$ cat src/rtl/keypad_ebcd_encoder_if.sv
// Pin and output bundle between the keypad matrix, the encoder and the
// calculator input stage.
//
// Transfer protocol: eBCD[4] acts as a valid-only strobe (the receiver has no
// ready). eBCD[3:0] is loaded one cycle before eBCD[4] rises. It stays
// unchanged while eBCD[4] is high and after it falls. The receiver captures
// eBCD[3:0] on the rising edge of eBCD[4].
interface keypad_ebcd_encoder_if;
    logic [3:0] row_in;     // matrix rows, active-low, asynchronous
    logic [3:0] col_out;    // column drive, active-low, one-hot low
    logic [4:0] eBCD;       // [4] strobe, [3:0] key code
    logic       key_held;   // debounced key held
    logic       multi_key;  // one-cycle pulse per multi-key sweep
    logic [2:0] fsm_state;  // encoder FSM state, debug visibility

    // master: the encoder. slave: keypad pins plus the calculator input stage.
    modport master (input row_in, output col_out, eBCD, key_held, multi_key, fsm_state);
    modport slave  (output row_in, input col_out, eBCD, key_held, multi_key, fsm_state);
endinterface

$ cat src/rtl/keypad_ebcd_encoder.sv
// 4x4 keypad scanner with sweep-level debounce. Emits one strobed 5-bit eBCD
// code per accepted key press.
module keypad_ebcd_encoder #(
    parameter int SCAN_DIV       = 1000,
    parameter int DEBOUNCE_SCANS = 5,
    parameter int STROBE_LEN     = 4
) (
    input  logic                  sw_clk,
    input  logic                  rst,
    keypad_ebcd_encoder_if.master bus
);
    localparam int DW = (SCAN_DIV > 1) ? $clog2(SCAN_DIV) : 1;
    localparam int CW = $clog2(DEBOUNCE_SCANS + 1);
    localparam int SW = $clog2(STROBE_LEN + 1);
    localparam logic [DW-1:0] DWELL_LAST = DW'(SCAN_DIV - 1);
    localparam logic [CW-1:0] DB_TARGET  = CW'(DEBOUNCE_SCANS);
    localparam logic [SW-1:0] STB_LAST   = SW'(STROBE_LEN - 1);

    typedef enum logic [2:0] {
        S_IDLE       = 3'd0,
        S_PRESS_DB   = 3'd1,
        S_EMIT_SETUP = 3'd2,
        S_EMIT_HIGH  = 3'd3,
        S_HELD       = 3'd4,
        S_RELEASE_DB = 3'd5
    } state_t;

    // Matrix position (row*4+col) to key code. Code D is reserved and never strobed.
    function automatic logic [3:0] key_map(input logic [3:0] idx);
        case (idx)
            4'd0:    return 4'h1;
            4'd1:    return 4'h2;
            4'd2:    return 4'h3;
            4'd3:    return 4'hA;
            4'd4:    return 4'h4;
            4'd5:    return 4'h5;
            4'd6:    return 4'h6;
            4'd7:    return 4'hB;
            4'd8:    return 4'h7;
            4'd9:    return 4'h8;
            4'd10:   return 4'h9;
            4'd11:   return 4'hC;
            4'd12:   return 4'hE;
            4'd13:   return 4'h0;
            4'd14:   return 4'hF;
            default: return 4'hD;
        endcase
    endfunction

    logic [3:0]    row_s1_q, row_s2_q;
    logic [DW-1:0] dwell_q;
    logic [1:0]    col_idx_q;
    logic [3:0]    col_out_q;
    logic [15:0]   sweep_q;

    state_t        state_q, state_d;
    logic [3:0]    cand_q, cand_d;
    logic [CW-1:0] db_cnt_q, db_cnt_d;
    logic [SW-1:0] stb_cnt_q, stb_cnt_d;
    logic [3:0]    code_q, code_d;
    logic          strobe_q, strobe_d;
    logic          held_q, held_d;
    logic          multi_q, multi_d;

    logic          last_dwell, eval;
    logic [1:0]    col_nxt;
    logic [15:0]   sweep_now;
    logic [4:0]    n_pressed;
    logic [3:0]    hit_idx;
    logic          sweep_key, sweep_none;

    // Scan timing and the pressed-key map for the sweep in progress. The current column is merged in live.
    always_comb begin
        last_dwell = (dwell_q == DWELL_LAST);
        eval       = last_dwell && (col_idx_q == 2'd3);
        col_nxt    = col_idx_q + 2'd1;
        sweep_now  = sweep_q;
        for (int r = 0; r < 4; r++) begin
            sweep_now[{2'(r), col_idx_q}] = ~row_s2_q[r];
        end
    end

    // Classify the completed sweep as NONE / single KEY / multiple keys.
    always_comb begin
        n_pressed = '0;
        hit_idx   = '0;
        for (int i = 0; i < 16; i++) begin
            if (sweep_now[i]) begin
                n_pressed = n_pressed + 5'd1;
                hit_idx   = 4'(i);
            end
        end
        sweep_key  = eval && (n_pressed == 5'd1);
        sweep_none = eval && (n_pressed != 5'd1);
    end

    // Row synchroniser, column dwell counter and per-column row sampling. These never stop.
    always_ff @(posedge sw_clk or negedge rst) begin
        if (!rst) begin
            row_s1_q  <= 4'hF;
            row_s2_q  <= 4'hF;
            dwell_q   <= '0;
            col_idx_q <= '0;
            col_out_q <= 4'b1110;
            sweep_q   <= '0;
        end else begin
            row_s1_q <= bus.row_in;
            row_s2_q <= row_s1_q;
            if (last_dwell) begin
                dwell_q   <= '0;
                col_idx_q <= col_nxt;
                col_out_q <= ~(4'b0001 << col_nxt);
                sweep_q   <= sweep_now;
            end else begin
                dwell_q <= dwell_q + DW'(1);
            end
        end
    end

    // FSM state, candidate key and counters.
    always_ff @(posedge sw_clk or negedge rst) begin
        if (!rst) begin
            state_q   <= S_IDLE;
            cand_q    <= '0;
            db_cnt_q  <= '0;
            stb_cnt_q <= '0;
        end else begin
            state_q   <= state_d;
            cand_q    <= cand_d;
            db_cnt_q  <= db_cnt_d;
            stb_cnt_q <= stb_cnt_d;
        end
    end

    // Next-state logic. Sweep results that land during EMIT_SETUP or EMIT_HIGH are ignored.
    always_comb begin
        state_d   = state_q;
        cand_d    = cand_q;
        db_cnt_d  = db_cnt_q;
        stb_cnt_d = stb_cnt_q;
        case (state_q)
            S_IDLE: begin
                if (sweep_key) begin
                    cand_d   = hit_idx;
                    db_cnt_d = CW'(1);
                    state_d  = (DB_TARGET == CW'(1)) ? S_EMIT_SETUP : S_PRESS_DB;
                end
            end
            S_PRESS_DB: begin
                if (sweep_key && (hit_idx == cand_q)) begin
                    db_cnt_d = db_cnt_q + CW'(1);
                    if (db_cnt_d == DB_TARGET) state_d = S_EMIT_SETUP;
                end else if (eval) begin
                    db_cnt_d = '0;
                    state_d  = S_IDLE;
                end
            end
            S_EMIT_SETUP: begin
                stb_cnt_d = '0;
                state_d   = (key_map(cand_q) == 4'hD) ? S_HELD : S_EMIT_HIGH;
            end
            S_EMIT_HIGH: begin
                if (stb_cnt_q == STB_LAST) state_d = S_HELD;
                else stb_cnt_d = stb_cnt_q + SW'(1);
            end
            S_HELD: begin
                if (sweep_none) begin
                    if (DB_TARGET == CW'(1)) begin
                        db_cnt_d = '0;
                        state_d  = S_IDLE;
                    end else begin
                        db_cnt_d = CW'(1);
                        state_d  = S_RELEASE_DB;
                    end
                end
            end
            S_RELEASE_DB: begin
                if (sweep_none) begin
                    db_cnt_d = db_cnt_q + CW'(1);
                    if (db_cnt_d == DB_TARGET) begin
                        db_cnt_d = '0;
                        state_d  = S_IDLE;
                    end
                end else if (sweep_key) begin
                    state_d = S_HELD;
                end
            end
            default: state_d = S_IDLE;
        endcase
    end

    // Output next values, derived from the next state so that every output leaves a flop.
    // The code register is loaded on entry to EMIT_SETUP, one cycle ahead of the strobe.
    always_comb begin
        code_d = code_q;
        if ((state_d == S_EMIT_SETUP) && (key_map(cand_d) != 4'hD)) code_d = key_map(cand_d);
        strobe_d = (state_d == S_EMIT_HIGH);
        held_d   = (state_d == S_HELD) || (state_d == S_RELEASE_DB);
        multi_d  = eval && (n_pressed > 5'd1);
    end

    // Registered outputs. The asynchronous reset drops an in-progress strobe at once.
    always_ff @(posedge sw_clk or negedge rst) begin
        if (!rst) begin
            code_q   <= '0;
            strobe_q <= 1'b0;
            held_q   <= 1'b0;
            multi_q  <= 1'b0;
        end else begin
            code_q   <= code_d;
            strobe_q <= strobe_d;
            held_q   <= held_d;
            multi_q  <= multi_d;
        end
    end

    assign bus.col_out   = col_out_q;
    assign bus.eBCD      = {strobe_q, code_q};
    assign bus.key_held  = held_q;
    assign bus.multi_key = multi_q;
    assign bus.fsm_state = state_q;
endmodule
$ cat src/flat_wrapper.sv
// flat-port wrapper written by rule: the top's interface ports become plain ports
module keypad_ebcd_encoder_flat 
#(
    parameter int SCAN_DIV       = 1000,
    parameter int DEBOUNCE_SCANS = 5,
    parameter int STROBE_LEN     = 4
)
  (sw_clk, rst, bus_row_in, bus_col_out, bus_eBCD, bus_key_held, bus_multi_key, bus_fsm_state);
  keypad_ebcd_encoder_if bus_i ();
  input  logic sw_clk;
  input  logic rst;
  input wire logic [$bits(bus_i.row_in)-1:0] bus_row_in;
  output wire logic [$bits(bus_i.col_out)-1:0] bus_col_out;
  output wire logic [$bits(bus_i.eBCD)-1:0] bus_eBCD;
  output wire logic [$bits(bus_i.key_held)-1:0] bus_key_held;
  output wire logic [$bits(bus_i.multi_key)-1:0] bus_multi_key;
  output wire logic [$bits(bus_i.fsm_state)-1:0] bus_fsm_state;
  assign bus_i.row_in = bus_row_in;
  assign bus_col_out = bus_i.col_out;
  assign bus_eBCD = bus_i.eBCD;
  assign bus_key_held = bus_i.key_held;
  assign bus_multi_key = bus_i.multi_key;
  assign bus_fsm_state = bus_i.fsm_state;
  keypad_ebcd_encoder #(.SCAN_DIV(SCAN_DIV), .DEBOUNCE_SCANS(DEBOUNCE_SCANS), .STROBE_LEN(STROBE_LEN)) u_core (.sw_clk(sw_clk), .rst(rst), .bus(bus_i));
endmodule
$ cat config.mk
export PLATFORM = sky130hd
export DESIGN_NAME = keypad_ebcd_encoder_flat
export DESIGN_NICKNAME = d
export VERILOG_FILES = /design/src/rtl/keypad_ebcd_encoder_if.sv /design/src/rtl/keypad_ebcd_encoder.sv /design/src/flat_wrapper.sv
export SDC_FILE = /design/constraint.sdc
export NUM_CORES = 1
export LEC_CHECK = 0
export BUFFER_PORTS_ARGS = -buffer_cell sky130_fd_sc_hd__buf_4
export CORE_MARGIN = 4
export CORE_UTILIZATION = 34
export CTS_BUF_LIST = sky130_fd_sc_hd__clkbuf_8 sky130_fd_sc_hd__clkbuf_16
export DETAILED_ROUTE_END_ITERATION = 12
export PLACE_DENSITY = 0.54
export REMOVE_ABC_BUFFERS = 1
export SYNTH_ARGS = -nofsm -noshare
export SYNTH_HDL_FRONTEND = slang
export SYNTH_SLANG_ARGS = --single-unit
$ cat constraint.sdc
create_clock -name sw_clk -period 16.02 [get_ports sw_clk]
set_input_delay 0.801 -clock sw_clk [delete_from_list [all_inputs] [get_ports sw_clk]]
set_output_delay 0.801 -clock sw_clk [all_outputs]
set_load 0.02 [all_outputs]
Word level (Yosys, flattened, before mapping) --
Memory sizes are Yosys's and may differ from the RTL's. A register that Yosys moved wholly into a read port is not among the register bits. Cells that the tools add are included.
Word-level totals: bits in registers 56, memory bits (read-only) 192, input bits 6, output and inout port bits 14, word-level logic and storage cells 157, memories 3
Cells by class: add/subtract/negate cells 19, magnitude comparators 9, equality and inequality tests 23, shifts and indexed selects 1, mux-type cells 67, bitwise operators 5, reduce and logical (&&, ||, !) cells 17
Memory list:
- (name not given) | words 16, bits a word 4, rd ports 1, clocked after Yosys merged registers in 0, write ports 0, RTL line keypad_ebcd_encoder.sv:30 | case (idx)
- (name not given) | words 16, bits a word 4, rd ports 1, clocked after Yosys merged registers in 1, write ports 0, RTL line keypad_ebcd_encoder.sv:30
- (name not given) | words 16, bits a word 4, rd ports 1, clocked after Yosys merged registers in 0, write ports 0, RTL line keypad_ebcd_encoder.sv:30
Operator list (number):
- two-way mux 5 bit | 15
- adder 5 x 1 -> 5 bit (second input constant) | 14
- bitwise mux 16 bit | 4
- two-way mux 3 bit | 21
- two-way mux 4 bit | 11
- one-hot mux 3 bit (6 select lines) | 1
- equality test 3 x 2 -> 1 bit (second input constant) | 5
- equality test 3 bit (second input constant) | 5
- one-hot mux 3 bit (4 select lines) | 1
- adder 10 x 1 -> 10 bit (second input constant) | 1
- equality test 10 bit (second input constant) | 1
- logical AND 1 bit | 10
- less-than comparator 4 x 5 -> 1 bit (second input constant) | 2
- two-way mux 10 bit | 1
- demux 1 bit (select 2 bit) | 4
- >= comparator 4 x 1 -> 1 bit (second input constant) | 2
- adder 3 x 1 -> 3 bit (second input constant) | 2
- two-way mux 1 bit | 6
- != test 2 x 1 -> 1 bit (second input constant) | 3
- one-hot mux 3 bit (2 select lines) | 1
- equality test 5 x 1 -> 1 bit (second input constant) | 1
- greater-than comparator 5 x 1 -> 1 bit (second input constant) | 1
- less-than comparator 2 x 5 -> 1 bit (second input constant) | 1
- less-than comparator 3 x 5 -> 1 bit (second input constant) | 1
- other kinds (23) | 27

Logic depth before layout (Yosys ltp) --
depth in word-level cells 46, depth in mapped cells 60, mapped depth without buffers 59

Least setup slack after synthesis --
OpenSTA, ideal clock, no wires.
kind register to register, from reg u_core.col_idx_q[0], to reg u_core.code_q[2], setup time 0.094 ns, arrival 10.862 ns, required time 15.926 ns, slack 5.064 ns, cell stages (with the launch flop) 60, path buffers 1, clock period less this slack 10.956 ns, path through dfrtp_1 > inv_1 > ha_1 > buf_1 > mux2i_1 > ha_1 > inv_1 > a2111oi_0 > a211oi_1 > and2_1 > ha_1 > nand3_1 > o21a_1 > nor2_1 > ha_1 > nand2_1 > o31ai_2 > ha_1 > [24 not listed] > ha_1 > mux2_2 > ha_1 > mux2_2 > ha_1 > or3_1 > o21ai_0 > a22oi_1 > mux2i_2 > and4bb_4 > nand2_4 > mux2i_1 > inv_1 > ha_1 > a21boi_0 > o22a_1 > o21a_1 > a211oi_1
On the way: cells in the longest elaborated chain, start to end 46, elaborated cells on any way between the ends 91, classes of those cells add/sub: 15; order compare: 8; eq/ne: 6; mux: 52; reduce/logical: 9; memory: 1
Ends and longest elaborated chain:
- from (decl) | RTL line keypad_ebcd_encoder.sv:52 | logic [1:0] col_idx_q;
- from (signal assigned) | RTL line keypad_ebcd_encoder.sv:111 | col_idx_q <= col_nxt;
- less-than comparator 2 x 5 -> 1 bit (implied by the code) or >= comparator 2 x 1 -> 1 bit (tied branches) | RTL line keypad_ebcd_encoder.sv:79 | sweep_now[{2'(r), col_idx_q}] = ~row_s2_q[r];
- logical AND 1 bit (implied by the code) | RTL line keypad_ebcd_encoder.sv:79
- two-way mux 1 bit (implied by the code) | RTL line keypad_ebcd_encoder.sv:79
- demux 1 bit (select 2 bit)
- bitwise mux 16 bit (4 in series) | RTL line keypad_ebcd_encoder.sv:79
- two-way mux 1 bit | RTL line keypad_ebcd_encoder.sv:88 | if (sweep_now[i]) begin
- adder 1 x 1 -> 2 bit | RTL line keypad_ebcd_encoder.sv:89 | n_pressed = n_pressed + 5'd1;
- two-way mux 5 bit | RTL line keypad_ebcd_encoder.sv:88
- [28 not listed]
- equality test 5 x 1 -> 1 bit | RTL line keypad_ebcd_encoder.sv:93 | sweep_key = eval && (n_pressed == 5'd1);
- logical AND 1 bit | RTL line keypad_ebcd_encoder.sv:93
- two-way mux 4 bit (*) | RTL line keypad_ebcd_encoder.sv:143 | if (sweep_key) begin
- two-way mux 4 bit (*) | RTL line keypad_ebcd_encoder.sv:141 | case (state_q)
- via u_core.cand_d[0] | RTL line keypad_ebcd_encoder.sv:57 | logic [3:0] cand_q, cand_d;
- memory read (16 x 4 bit)
- != test 4 bit | RTL line keypad_ebcd_encoder.sv:196 | if ((state_d == S_EMIT_SETUP) && (key_map(cand_d) != 4'hD)) code_d = key_map(cand_d);
- logical AND 1 bit | RTL line keypad_ebcd_encoder.sv:196
- to (decl) | RTL line keypad_ebcd_encoder.sv:60 | logic [3:0] code_q, code_d;
The timed path passes the listed nets; every way through them passes the cells marked *. A chain may end at the register's enable or synchronous reset.

Worst setup path after layout --
Same ends and word-level chain as after synthesis.

==> results.txt <==
status = completed
worst r2r src = u_core.col_idx_q[0]
# H-tree levels = 3
PostCTS Resize Cnt = 0
XOR/XNOR Fraction of Synth Area = 13.0%
mux contribution to synthesized area = 6.14%
Die Area = 17,300 um2
asr flop ratio synth = 100%
top cells by area, synth = dfrtp_1 (24%), ha_1 (7.5%), dfstp_2 (5.6%)
DRT Wirelength = 11,800 um
Clock Tree Buf Depth = 2
Fmax achieved = 81.4 MHz
drt wl/cell = 15.3 um
Die Y = 131 um
Fin Hold WS = 0.353 ns
clock slew at reported path FFs = 0.05 ns
Starting Density = 35.2%
Slew headroom = 38.6%
r2r setup slk = 3.74 ns
DR vias = 4,126
Synth Register Bits = 60
I/O pin count = 20
largest family of logic cells by synthesized area = simple AND/OR/NAND/NOR gates
fraction of the yosys area taken by sequential cells = 29.3%
Synth Area in Adders = 7.49%
CP Launch Type = flip-flop
# Max-Cap Violations = 0
post-synthesis average cell area = 9.03 um2
CTS root buf = clkbuf_16
Post-CTS Hold Fix Bufs = 0
Die Width = 131 um
Max Fanout on Critical Path = 16
Synth area leader = dfrtp_1
# clock sinks = 60
area post-placement = 5480 um2
Core Region = 14,700 um2
TritonCTS clock tree = yes
GRT Residual Overflow = 0
CTS buffer count = 9
DRC = 0
first-pass GRT wire length = 20,300 um
postcts setup bufs = 0
Pwr per Cell Area = 70.0 nW/um2
most common cell in the netlist = nand2_1
Initial DRC Count = 163
total power = 406 uW
Netlist cell types = 85
area delta synth->final = 12.0%
critical path arrival = 12.48 ns
Hold Fails Final Rpt = 0
leakage power = 2.65 nW
final-stage net count = 623
skew final = 0.00600 ns
final instance area = 5800 um2
hold path cells = 0
CP startpoint = u_core.col_idx_q[0]
antenna viol nets, final = 0
Post-Place Cells = 759
Crit. End Element = flip-flop
Row Count = 44
cells after synthesis = 573
dominant synthesized flop cell = dfrtp_1
Compound-Gate Fraction of Synth Area = 18.5%
Finish-stage setup viols = 0
Worst EP required = 16.22 ns
Tmin final = 12.28 ns
fin. max-slew vios = 0
Util after Layout = 39.4%
Finished Layout Cells = 775
dpl hpwl = 8750 um
Final Cycle Share = 76.7%
post-synthesis simple-gate area fraction = 21.9%
antenna cells = 0
maximum vdd drop = 61.9 uV
vias in the first global route = 4,156
number of synthesized flops with an enable pin = 0
Slowest cell on crit path = ha_1
Commonest cells post-synth = nand2_1 (64), dfrtp_1 (49), nor2_1 (38), ha_1 (31), inv_1 (30)
largest net degree at the start of global routing = 61
routability cong. = 0.786
Worst Setup EP = u_core.code_q[2]
DR vias/cell = 5.32
Skew-Pair Late Insertion Delay = 0.33 ns
drt first pass iters = 4
Hold WC Path Type = flip-flop to flip-flop
DP Worst Slack = 3.83 ns
antenna violations before repair = 0
end of the worst register-to-register path = u_core.code_q[2]
PortBufs = 19
synth warn = 0
post-synth top area share = 23.7%
All-Layer GR Usage = 14.0%
Setup TNS Final = 0 ns
share of layout cells above drive strength 1 = 13.0%
reg2reg path depth = 58
Synth Cell Area = 5180 um2
RSZ-0062 raised after global routing = false
WS Path Type = flip-flop to flip-flop
worst slew pin tran = 0.920 ns
Final Worst Setup Slack = 3.74 ns
CP peak stage delay = 0.65 ns
CP most frequent cell = ha_1
[worst max-delay path: cells and delay by family (launching register included)]
kind,cells,cell delay [ns]
compound gates,14,2.28
fa+ha+maj,15,4.40
buf+inv,5,0.51
flops,1,0.39
mux,5,1.35
simple gates,19,3.22
[flip-flops by register name, indices dropped and copies added, names as in the netlist]
signal,count
u_core.bus.col_out,4
u_core.strobe_q,1
u_core.col_idx_q,2
u_core.bus.multi_key,1
u_core.row_s1_q,4
u_core.db_cnt_q,3
u_core.dwell_q,10
u_core.sweep_q,16
u_core.code_q,4
u_core.bus.key_held,1
u_core.row_s2_q,4
u_core.stb_cnt_q,3
u_core.bus.fsm_state,3
u_core.cand_q,4
[worst min-delay path by stage]
stage                                  start                 end  slack [ns]
after floorplan           u_core.row_s1_q[0]  u_core.row_s2_q[0]        0.35
after global placement    u_core.row_s1_q[0]  u_core.row_s2_q[0]        0.35
after detailed placement  u_core.row_s1_q[0]  u_core.row_s2_q[0]        0.35
after CTS                 u_core.row_s1_q[0]  u_core.row_s2_q[0]        0.35
after global routing      u_core.row_s1_q[0]  u_core.row_s2_q[0]        0.36
final                     u_core.row_s1_q[0]  u_core.row_s2_q[0]        0.35
[placed cells by master, fill, tap and decap left out, types with 9 or more instances in the layout]
| master | synthesis | layout |
|---|---|---|
| a21oi_1 | 23 | 23 |
| and3_1 | 13 | 13 |
| buf_4 | 2 | 20 |
| clkbuf_16 | 0 | 9 |
| dfrtp_1 | 49 | 49 |
| dfstp_2 | 11 | 11 |
| ha_1 | 31 | 31 |
| inv_1 | 30 | 34 |
| mux2i_1 | 20 | 20 |
| nand2_1 | 64 | 64 |
| nand2b_1 | 10 | 10 |
| nand3_1 | 17 | 17 |
| nor2_1 | 38 | 38 |
| o21ai_0 | 27 | 27 |
| or3_1 | 9 | 9 |
| xnor2_1 | 20 | 20 |
| xnor3_1 | 10 | 10 |
| xor2_1 | 19 | 19 |
[kinds of logic after synthesis]
family | count (synthesis)
compound gates | 135
xor+xnor | 54
fa+ha+maj | 31
buf+inv | 49
flops | 60
mux | 30
simple gates | 214
[cell type report]
| cell class | instances | area, um2 |
|---|---|---|
| fill | 1428 | 8900 |
| multi-input combinational | 464 | 3470 |
| sequential | 60 | 1520 |
| clock buffer | 10 | 239 |
| tap | 184 | 230 |
| timing repair buffer | 20 | 150 |
| inverter | 31 | 116 |
| clock inverter | 6 | 75.1 |
[routing by layer]
metal	vias up	share of wire (%)	wire [um]	GRT usage [%]
li1	2095	-	-	-
met1	1960	48	5630	18.0
met2	58	48	5670	23.8
met3	13	3.0	357	3.52
met4	0	1.5	176	3.50
met5	-	0	0	0
[power breakdown]
part	internal, mW	leakage [nW]	switching (mW)
logic	0.0193	1.70	0.0249
registers	0.154	0.785	0.00116
clock network	0.138	0.168	0.0687
total	0.311	2.65	0.0948
Power figures use the tool's default switching activity.
